### src/rtl/sig_rr_scheduler.sv
// -----------------------------------------------------------------------------
// sig_rr_scheduler
//
// Shares one sigmoid engine among N requesters using round-robin arbitration.
// One operation is in flight at a time: an operand is accepted from the winning
// requester, handed to the engine, and the engine result (or a quiet NaN when
// the engine does not answer in time) is returned tagged with the requester id.
//
// Ports
//   clk          rising-edge clock
//   rst          asynchronous reset, active-high
//   req_valid    [N]          per-requester operand valid, held until accepted
//   req_data     [N*DWIDTH]   operands, requester i at [i*DWIDTH +: DWIDTH]
//   req_ready    [N]          one-hot, one-cycle accept pulse
//   rsp_valid    result valid, held until rsp_ready
//   rsp_ready    consumer accepts the result
//   rsp_id       [IDW]        requester owning rsp_data
//   rsp_data     [DWIDTH]     engine result, or 32'h7FC00000 after a timeout
//   eng_start    engine start, high for the whole engine operation
//   eng_x        [DWIDTH]     engine operand, stable while eng_start is high
//   eng_valid    engine result valid (only looked at while waiting)
//   eng_y        [DWIDTH]     engine result
//   busy         high whenever the FSM is not idle
//   err_clr      synchronous clear of timeout_err
//   timeout_err  sticky timeout flag
//
// Handshakes: a requester transfer happens in the cycle req_ready[i] is high
// (req_valid[i] is already high by then and must stay high until it is); the
// response transfer happens on the rising edge where rsp_valid && rsp_ready,
// and rsp_valid/rsp_id/rsp_data hold their values until that edge.
// -----------------------------------------------------------------------------
module sig_rr_scheduler #(
  parameter int N       = 4,
  parameter int DWIDTH  = 32,
  parameter int TIMEOUT = 16,
  localparam int IDW    = $clog2(N)
) (
  input  logic                  clk,
  input  logic                  rst,
  input  logic [N-1:0]          req_valid,
  input  logic [N*DWIDTH-1:0]   req_data,
  output logic [N-1:0]          req_ready,
  output logic                  rsp_valid,
  input  logic                  rsp_ready,
  output logic [IDW-1:0]        rsp_id,
  output logic [DWIDTH-1:0]     rsp_data,
  output logic                  eng_start,
  output logic [DWIDTH-1:0]     eng_x,
  input  logic                  eng_valid,
  input  logic [DWIDTH-1:0]     eng_y,
  output logic                  busy,
  input  logic                  err_clr,
  output logic                  timeout_err
);

  localparam int TW = $clog2(TIMEOUT);

  localparam logic [2:0] S_IDLE  = 3'd0;
  localparam logic [2:0] S_ISSUE = 3'd1;
  localparam logic [2:0] S_WAIT  = 3'd2;
  localparam logic [2:0] S_RESP  = 3'd3;
  localparam logic [2:0] S_GAP   = 3'd4;

  localparam logic [DWIDTH-1:0] QNAN       = DWIDTH'(32'h7FC0_0000);
  localparam logic [TW-1:0]     TIMER_LAST = TW'(TIMEOUT - 1);

  logic [2:0]        state;
  logic [IDW-1:0]    last_grant;
  logic [TW-1:0]     timer;

  // ---------------------------------------------------------------------------
  // Round-robin pick: search starts one past the last completed grant and
  // wraps, so the requester just served has the lowest priority next time.
  // ---------------------------------------------------------------------------
  logic              pick_found;
  logic [IDW-1:0]    pick_id;
  logic [N-1:0]      pick_onehot;
  logic [DWIDTH-1:0] pick_data;

  always_comb begin
    pick_found = 1'b0;
    pick_id    = '0;
    for (int k = 1; k <= N; k++) begin
      if (!pick_found && req_valid[(int'(last_grant) + k) % N]) begin
        pick_found = 1'b1;
        pick_id    = IDW'((int'(last_grant) + k) % N);
      end
    end
  end

  always_comb begin
    pick_onehot          = '0;
    pick_onehot[pick_id] = 1'b1;
  end

  assign pick_data = req_data[int'(pick_id) * DWIDTH +: DWIDTH];

  // Timeout fires on the last allowed WAIT cycle; an engine answer arriving in
  // that same cycle wins and no error is raised.
  logic timeout_hit;
  assign timeout_hit = (state == S_WAIT) && !eng_valid && (timer == TIMER_LAST);

  // ---------------------------------------------------------------------------
  // Main FSM. Every output is a register updated on the transition into the
  // state where it must be visible, so outputs never glitch combinationally.
  // ---------------------------------------------------------------------------
  always_ff @(posedge clk or posedge rst) begin
    if (rst) begin
      state      <= S_IDLE;
      last_grant <= IDW'(N - 1);
      timer      <= '0;
      req_ready  <= '0;
      rsp_valid  <= 1'b0;
      rsp_id     <= '0;
      rsp_data   <= '0;
      eng_start  <= 1'b0;
      eng_x      <= '0;
      busy       <= 1'b0;
    end else begin
      // req_ready is a pulse: it only survives the single ISSUE cycle.
      req_ready <= '0;
      case (state)
        S_IDLE: begin
          if (pick_found) begin
            eng_x     <= pick_data;
            rsp_id    <= pick_id;
            req_ready <= pick_onehot;
            eng_start <= 1'b1;
            busy      <= 1'b1;
            timer     <= '0;
            state     <= S_ISSUE;
          end
        end
        S_ISSUE: begin
          timer <= '0;
          state <= S_WAIT;
        end
        S_WAIT: begin
          timer <= timer + 1'b1;
          if (eng_valid) begin
            rsp_data  <= eng_y;
            rsp_valid <= 1'b1;
            eng_start <= 1'b0;
            state     <= S_RESP;
          end else if (timeout_hit) begin
            rsp_data  <= QNAN;
            rsp_valid <= 1'b1;
            eng_start <= 1'b0;
            state     <= S_RESP;
          end
        end
        S_RESP: begin
          if (rsp_ready) begin
            rsp_valid  <= 1'b0;
            last_grant <= rsp_id;
            state      <= S_GAP;
          end
        end
        S_GAP: begin
          // One idle cycle with eng_start low so the engine sees a clean
          // falling edge before the next operation.
          busy  <= 1'b0;
          state <= S_IDLE;
        end
        default: begin
          req_ready <= '0;
          rsp_valid <= 1'b0;
          eng_start <= 1'b0;
          busy      <= 1'b0;
          state     <= S_IDLE;
        end
      endcase
    end
  end

  // Sticky error flag; a timeout in the same cycle as err_clr keeps it set.
  always_ff @(posedge clk or posedge rst) begin
    if (rst) begin
      timeout_err <= 1'b0;
    end else if (timeout_hit) begin
      timeout_err <= 1'b1;
    end else if (err_clr) begin
      timeout_err <= 1'b0;
    end
  end

endmodule

### config.mk
export PLATFORM = sky130hd
export DESIGN_NAME = sig_rr_scheduler
export DESIGN_NICKNAME = d
export VERILOG_FILES = /design/src/rtl/sig_rr_scheduler.sv
export SDC_FILE = /design/constraint.sdc
export NUM_CORES = 1
export LEC_CHECK = 0
export CAP_MARGIN = 20
export CORE_AREA = 4 4 111 113
export DETAILED_ROUTE_END_ITERATION = 16
export DIE_AREA = 0 0 115 117
export GPL_TIMING_DRIVEN = 0
export PLACE_DENSITY = 0.93
export SYNTH_ARGS = -nofsm -noshare
export SYNTH_HDL_FRONTEND = slang
export SYNTH_SLANG_ARGS = --single-unit
### constraint.sdc
create_clock -name clk -period 2.9 [get_ports clk]
set_input_delay 0.58 -clock clk [delete_from_list [all_inputs] [get_ports clk]]
set_output_delay 0.58 -clock clk [all_outputs]
set_load 0.1 [all_outputs]
==> results.yml <==
outcome:
  outcome: "completed"
timing:
  fmax_mhz: 388
  skew_ps: 8.89
  setup_ws_ps: 323
  worstMarginPinSlew_ps: 1090
  fin_crit_sh_pct: 88.9
  final_hold_viol_count: 0
  rsz0062_at_grt: "no"
  final_max_slew_viol_count: 0
  hold_slack_ps: 496
  slew-limit-headroom_pct: 26.9
  finalSetupViolations: 0
  finalSetupTns_ps: 0
  min_period_ps: 2580
floorplan:
  die_area_um2: 13500
  die_w_um: 115
  die_h_um: 117
  core_area_um2: 11300
  start_util_pct: 39.6
  num_io_pins: 243
  rows: 39
pwr:
  power_leakage_nw: 3.03
  power_mw: 10.4
  ir_worst_vdd_mv: 1.15
  power_density_nw_per_um2: 1400
drt:
  top_layer: "met4"
  viasPerCell: 5.43
  drc: 0
  postRouteAntennaNets: 0
  routed-via-count: 4535
  wl_met1_um: 6210
  drt_iter0_markers: 384
  wl_per_cell_um: 19.1
  met3RoutedLength_um: 1440
  wl_um: 15900
  drt_pass1_iterations: 4
  wl_met2_um: 8020
critical_path:
  crit_path_start_kind: "input port"
  r2r_setup_slack_ps: 630
  path_class: "input port to register"
  cpLargestDelayFamily: "buffers and inverters"
  cp_slowest_cell: "clkdlybuf4s50_1"
  path_buf_inv: 2
  cp.arrival_ps: 2800
  endpoint_kind: "register"
  endpoint: "eng_x[12]"
  path_depth: 7
  critPathMaxFanout: 10
  crit_start: "req_valid[0]"
  crit_chain: "clkdlybuf4s50_1, nor2b_1, o21a_1, nor3_4, buf_6, mux2_2, a21oi_1"
  critical_path.max_stage_delay_ps: 690
  r2r_cells: 6
  r2r_end: "eng_x[12]"
  r2r-start: "last_grant[0]"
  worst_ep_required_time_ps: 3120
global_route:
  grt_overflow_total: 0
  grt_pass1_vias: 4747
  grt_max_degree: 51
  antenna_found_initial: 0
  grt_usage_pct: 23.0
  grt_pass1_wl_um: 24100
logic_synthesis:
  ys.flop_type: "dfrtp_1"
  synth_warnings: 0
  synth.ff_latch_count: 83
  yosysSeqAreaShare_pct: 46.4
  synth_area_um2: 4480
  synthDistinctLibCells: 43
  syn_avg_cell_area_um2: 10.3
  synth_top_area_cell: "dfrtp_1"
  synth_edf_count: 0
  netlist_top_cells_area: "dfrtp_1 (45%), a221oi_1 (6.3%), nand2_1 (6.1%), mux2_2 (5.3%), a22o_1 (4.5%)"
  synthArstFlopShare_pct: 100
  synth_nets: 606
  synth_top_cell_area_share_pct: 45.3
  syn_inst: 436
hold_path:
  holdCritStartpoint: "rsp_data[27]"
  hold_class: "register to register"
cells_and_area:
  nets: 857
  diodes: 0
  stdcell_count: 835
  drive_above_1_share_pct: 14.6
  final_cell_area_um2: 7380
  synthToLayoutAreaGrowth_pct: 64.8
  utilization_pct: 65.2
cts:
  cts_buffers: 9
  cts_sinks: 83
  clock-root-buffer: "clkbuf_16"
  cts_hold_buf: 0
  htreeDepth: 3
  clkTransAtPathRegs_ps: 60
  postCtsResizedCells: 0
  postCtsSetupRepairBufs: 0
  clock_path_buffers: 2
  tritoncts: "built"
  insertion_delay_ps: 330
place:
  pre_cts_ws_ps: 36.8
  placed_area_um2: 7080
  port_buffers: 239
  hpwl_um: 12600
  globalplace.congestion: 0.856
  dp.cells: 819
run:
  max_cap_violations: 0
[layout make-up]
class / instances / area, µm²
Timing Repair Buffer: 240 / 2420
Clock inverter: 7 / 75.1
Fill cell: 828 / 3940
Inverter: 7 / 28.8
Tap cell: 143 / 179
Multi-Input combinational cell: 314 / 2160
Buffer: 32 / 213
Sequential cell: 83 / 2080
Clock buffer: 9 / 225
[layout by cell type, fill, tap and decap left out, drive strengths merged, types with 3 or more instances in the layout]
| master | synthesis | layout |
|---|---|---|
| o21ai | 12 | 12 |
| clkbuf | 12 | 21 |
| a22o | 23 | 23 |
| nand2b | 5 | 5 |
| dfrtp | 81 | 81 |
| nand2 | 73 | 73 |
| and2 | 3 | 3 |
| nor2 | 43 | 43 |
| nor3 | 4 | 4 |
| a221oi | 32 | 32 |
| mux2 | 34 | 34 |
| and3 | 3 | 3 |
| nand3 | 5 | 5 |
| inv | 7 | 9 |
| clkinvlp | 0 | 3 |
| a21oi | 41 | 41 |
| o22a | 10 | 10 |
| nor2b | 6 | 6 |
| clkdlybuf4s50 | 0 | 239 |
| buf | 20 | 21 |
[routing by layer]
metal / track usage, % / vias up
li1: - / 2088
met1: 27.1 / 2164
met2: 41.1 / 256
met3: 5.81 / 27
met4: 7.59 / 0
met5: 0 / -
[Yosys cell counts, types with 3 or more instances]
master	n
and2_1	3
nor2_1	42
a21oi_1	24
a221oi_1	32
inv_1	7
buf_6	10
dfrtp_1	81
o22a_1	10
a22o_1	23
clkbuf_1	12
mux2_2	21
nand3_1	5
a21oi_2	17
nor3_1	3
nand2b_1	5
and3_1	3
mux2_4	13
nor2b_1	5
nand2_1	73
o21ai_0	11
buf_2	8
[sequential cells by signal, indices dropped and copies added, names as in the netlist]
| name | cells |
|---|---|
| eng_x | 32 |
| rsp_data | 32 |
| req_ready | 4 |
| timer | 4 |
| state | 3 |
| last_grant | 2 |
| rsp_id | 2 |
| busy | 1 |
| eng_start | 1 |
| rsp_valid | 1 |
| timeout_err | 1 |
[worst min path at each step]
stage / end / slack [ps] / cells past startpoint
2_1_floorplan: timer[1] / 490 / 2
3_3_place_gp: rsp_data[29] / 470 / 1
3_5_place_dp: rsp_data[13] / 480 / 1
4_1_cts: rsp_data[23] / 500 / 1
5_1_grt: rsp_data[29] / 510 / 1
6_report: rsp_data[27] / 500 / 1
[where the power goes]
| group | switching, mW | internal [mW] |
|---|---|---|
| clock network | 0.469 | 0.671 |
| logic | 5.14 | 2.02 |
| registers | 0.357 | 1.70 |
| total | 5.97 | 4.40 |
[logic make-up after synthesis]
group	Yosys count	share of synthesized area (%)
muxes	35	9.86
AOI/OAI and AO/OA	132	23.2
and+or+nand+nor	146	14.9
adders and majority gates	1	0.279
DFF	83	46.4
buffers and inverters	39	5.34
(Power assumes the default switching activity.)
